===== src/rtl/registerfile_2w2r_sb.sv =====
// Register file with two write ports, two registered read ports, an optional
// write-to-read bypass and a per-register pending scoreboard.
module registerfile_2w2r_sb #(
  parameter int DATA_W   = 32,
  parameter int ADDR_W   = 5,
  parameter int NUM_REGS = 32,
  parameter int ZERO_REG = 1,
  parameter int BYPASS   = 1
) (
  input  logic              Clk,
  input  logic              resetControl_n,
  input  logic              stall,
  input  logic [ADDR_W-1:0] rs,
  input  logic [ADDR_W-1:0] rt,
  output logic [DATA_W-1:0] outA,
  output logic [DATA_W-1:0] outB,
  output logic              pendA,
  output logic              pendB,
  input  logic              WE0,
  input  logic [ADDR_W-1:0] rd0,
  input  logic [DATA_W-1:0] in0,
  input  logic              WE1,
  input  logic [ADDR_W-1:0] rd1,
  input  logic [DATA_W-1:0] in1,
  input  logic              set_pend,
  input  logic [ADDR_W-1:0] pend_rd
);

  // An address is live when it names an implemented register other than a hard zero.
  function automatic logic addr_ok(input logic [ADDR_W-1:0] a);
    return (int'(a) < NUM_REGS) && !((ZERO_REG != 0) && (a == '0));
  endfunction

  logic [DATA_W-1:0] regs_q [NUM_REGS];
  logic [DATA_W-1:0] regs_d [NUM_REGS];
  logic [NUM_REGS-1:0] pend_q, pend_d;
  logic [DATA_W-1:0] outA_q, outA_d, outB_q, outB_d;
  logic              pendA_q, pendA_d, pendB_q, pendB_d;
  logic              we0_ok, we1_ok, sp_ok, rs_ok, rt_ok;

  assign we0_ok = WE0 && addr_ok(rd0);
  assign we1_ok = WE1 && addr_ok(rd1);
  assign sp_ok  = set_pend && addr_ok(pend_rd);
  assign rs_ok  = addr_ok(rs);
  assign rt_ok  = addr_ok(rt);

  // Port 1 is applied after port 0 so it wins a collision; a set beats a clear.
  always_comb begin
    regs_d = regs_q;
    pend_d = pend_q;
    for (int i = 0; i < NUM_REGS; i++) begin
      if (we0_ok && rd0 == ADDR_W'(i)) begin
        regs_d[i] = in0;
        pend_d[i] = 1'b0;
      end
      if (we1_ok && rd1 == ADDR_W'(i)) begin
        regs_d[i] = in1;
        pend_d[i] = 1'b0;
      end
      if (sp_ok && pend_rd == ADDR_W'(i)) pend_d[i] = 1'b1;
    end
  end

  always_comb begin
    outA_d  = outA_q;
    outB_d  = outB_q;
    pendA_d = pendA_q;
    pendB_d = pendB_q;
    if (!stall) begin
      outA_d  = '0;
      outB_d  = '0;
      pendA_d = 1'b0;
      pendB_d = 1'b0;
      for (int i = 0; i < NUM_REGS; i++) begin
        if (rs_ok && rs == ADDR_W'(i)) begin
          outA_d  = (BYPASS != 0) ? regs_d[i] : regs_q[i];
          pendA_d = (BYPASS != 0) ? pend_d[i] : pend_q[i];
        end
        if (rt_ok && rt == ADDR_W'(i)) begin
          outB_d  = (BYPASS != 0) ? regs_d[i] : regs_q[i];
          pendB_d = (BYPASS != 0) ? pend_d[i] : pend_q[i];
        end
      end
    end
  end

  always_ff @(posedge Clk or negedge resetControl_n) begin
    if (!resetControl_n) begin
      for (int i = 0; i < NUM_REGS; i++) regs_q[i] <= '0;
      pend_q  <= '0;
      outA_q  <= '0;
      outB_q  <= '0;
      pendA_q <= 1'b0;
      pendB_q <= 1'b0;
    end else begin
      for (int i = 0; i < NUM_REGS; i++) regs_q[i] <= regs_d[i];
      pend_q  <= pend_d;
      outA_q  <= outA_d;
      outB_q  <= outB_d;
      pendA_q <= pendA_d;
      pendB_q <= pendB_d;
    end
  end

  assign outA  = outA_q;
  assign outB  = outB_q;
  assign pendA = pendA_q;
  assign pendB = pendB_q;

endmodule


===== config.mk =====
export PLATFORM = sky130hd
export DESIGN_NAME = registerfile_2w2r_sb
export DESIGN_NICKNAME = d
export VERILOG_FILES = /design/src/rtl/registerfile_2w2r_sb.sv
export SDC_FILE = /design/constraint.sdc
export NUM_CORES = 2
export LEC_CHECK = 0
export ABC_AREA = 1
export BUFFER_PORTS_ARGS = -buffer_cell sky130_fd_sc_hd__buf_2
export CORE_ASPECT_RATIO = 1.75
export CORE_MARGIN = 3
export CORE_UTILIZATION = 50
export CTS_CLUSTER_DIAMETER = 50
export DETAILED_ROUTE_END_ITERATION = 8
export PLACE_DENSITY = 0.66
export SETUP_SLACK_MARGIN = 0.02
export SLEW_MARGIN = 20
export SYNTH_ARGS = -nofsm -noshare
export SYNTH_HDL_FRONTEND = slang
export SYNTH_SLANG_ARGS = --single-unit
export TNS_END_PERCENT = 30

===== constraint.sdc =====
create_clock -name Clk -period 2.7 [get_ports Clk]
set_input_delay 0.54 -clock Clk [delete_from_list [all_inputs] [get_ports Clk]]
set_output_delay 0.54 -clock Clk [all_outputs]
set_load 0.05 [all_outputs]

==> metrics <==
Leak=41.56 nW; IO Count=161; worst-margin pin slew=1.166 ns; Nets=11.17k; FMAX=323.1 MHz; delay-heaviest family, CP=simple AND/OR/NAND/NOR gates; xor-xnor portion of the synthesized cell area=0; status=finished with violations; die area=138000 um2; pre-CTS setup slack=-1.140 ns; CTS tree=done; die height=489.1 um; DRC Markers=0; Post-DP Area=82430 um2; Layout Cells excl Fill=12.88k; Power, Total=56.29 mW; number of global-route vias before repair=72.99k; DRC marker count from the first detailed-route iteration=6379; share of cells above drive strength 1=0.2349; GRT Total Usage=0.3888; Most used DFF post-synth=dfrtp_1; DR vias=74.16k; FF-to-FF setup slack=-0.13 ns; design area=88290 um2; Post-Place Cells=12.58k; asr flop ratio synth=1.000; WP data arrival=3.76 ns; adder-cell share of the synthesized area=0; FF+latch area=27250 um2; final setup vio count=66; post-synthesis mux area share=0; Synth Instances=9792; fin crit share=1.146; Max stage delay on crit path=0.27 ns; Skew-Pair Late Insertion Delay=0.77 ns; DPL Wire Length=212.3 mm; violated checks=setup timing; max cap viols=0; Final Hold Fails=0; Routed WL=278.1 mm; post-synthesis compound-gate area fraction=0.2038; Crit-path slowest cell=nor2_4; top-area cell type share of the netlist area=0.4086; Initial Util=0.5056; most frequent cells in the layout=nand2_1, buf_4, dfrtp_1, a21oi_1, o21ai_0; area occupied by multi-input gates=34190 um2; critical path class=in -> reg; Post-Route Utilization=0.6694; Initial DRT Pass Iterations=9; Avg Cell Area, Syn=6.810 um2; Worst EP required=3.36 ns; YS warnings=0; DR vias/cell=5.757; Remaining Overflow, GRT=0; cts bufs inserted=119; initial antenna violation count=4; Fin Setup TNS=-15.24 ns; first-pass GRT wire length=415.1 mm; pins over their slew limit=0; die width=282.1 um; simple-gate share of the synthesized area=0.2932; Startpoint Class=input pin; PD cells=637.5 nW/um2; Fin Clk Skew=0.05119 ns; RePlAce Congestion=1.006; Core ar.=131900 um2; Worst Slack Setup Final=-0.3948 ns; # fillers=11.55k; synthesized cell area=66690 um2; CP Buf/Inv Count=4; Rows=176; Rel. slew slack=0.2227; Layout area overhead=32.40%; largest family of logic cells by synthesized area=simple AND/OR/NAND/NOR gates; Root Driver=clkbuf_16; largest net degree at the start of global routing=97; IO Port Bufs=160; Hold Path Class=in -> reg; Num Clock Sinks=1089; H-tree depth=3; RSZ-0062 raised after global routing=true; Final Hold Slack=0.08761 ns; top cells by area, synth=dfrtp_1, nand2_1, a21oi_1, o21ai_0, o211ai_1; fin crit period=3.095 ns; Unique masters post-synth=38; clk slew on worst S/H paths=0.06 ns; Worst Path Max Fanout=6; endpoint class of the critical path=register; Yosys top cell by area=dfrtp_1; commonest non-fill, non-tap cell in the layout=nand2_1; wire length per cell=21.59 um; EDFF count, synth=0; remaining antenna violation count after routing=0; clk buf depth=3; Max IR drop VDD=0.6313 mV; Seq cells post-synth=1089; register area share after synthesis=0.4086; Syn Nets=9887
[per-layer routing]
layer / wire, um / vias to the layer above / global-route usage
met5: 38 / - / 0
met4: 25110 / 6 / 0.2802
met3: 17650 / 1164 / 0.05009
met2: 136500 / 3399 / 0.6831
met1: 98750 / 34820 / 0.4310
li1: - / 34760 / -
[kinds of logic after synthesis]
logic type             Yosys count
buffers and inverters         1606
AOI/OAI and AO/OA             2469
DFF                           1089
and+or+nand+nor               4628
[Yosys cell counts, types with 5 or more instances]
library cell,n
a21boi_0,15
a21oi_1,1006
a31oi_1,36
and2_1,65
buf_1,69
buf_2,97
buf_4,16
buf_6,11
clkbuf_1,585
clkinv_1,29
dfrtp_1,1089
inv_1,773
inv_2,25
nand2_1,2915
nand2_2,5
nand3_1,428
nand3_2,6
nand4_1,366
nor2_1,675
nor2_2,11
nor2_4,9
nor3_1,6
o211ai_1,395
o21a_1,54
o21ai_0,893
o21ai_1,63
o32ai_1,5
or2_0,5
or2_1,10
or2_2,120
[registers in the layout, summed over array words and instances, names as in the netlist]
name / flops
outA: 32
pendA: 1
pendB: 1
outB: 32
regs_q: 992
pend_q: 31
[cell type report]
type,instances,share of cell area
inverter,828,0.03571
tap,1691,0.02396
sequential,1089,0.3086
clock buffer,154,0.03738
clock inverter,71,0.009466
multi-input combinational,7099,0.3873
antenna,6,0.0001701
timing repair buffer,1942,0.1974
[timing repair]
action	in CTS	in global routing
hold endpoints to repair	20	0
gates cloned	0	10
hold buffers	1	0
pin swaps	18	133
buffers inserted	18	41
resized for setup	62	255
endpoints found under the setup margin	66	66
[power breakdown]
| group | switching [mW] | internal, mW |
|---|---|---|
| Sequential | 1.37 | 20.6 |
| Clock | 7.56 | 9.95 |
| Combinational | 9.59 | 7.20 |
[worst paths after layout]
check / start / end / cells past startpoint
worst min-delay path: in1[31] / regs_q[959]$_DFF_PN0_ / 2
worst min register to register: outB[9]$_DFFE_PN0N_ / outB[9]$_DFFE_PN0N_ / 2
max in group asynchronous: resetControl_n / regs_q[385]$_DFF_PN0_ / 3
min in group asynchronous: resetControl_n / regs_q[503]$_DFF_PN0_ / 2
worst max-delay path: rd0[4] / outA[29]$_DFFE_PN0N_ / 26
worst max register to register: regs_q[865]$_DFF_PN0_ / outA[1]$_DFFE_PN0N_ / 21
No activity file was read; power rests on OpenSTA's default activity.
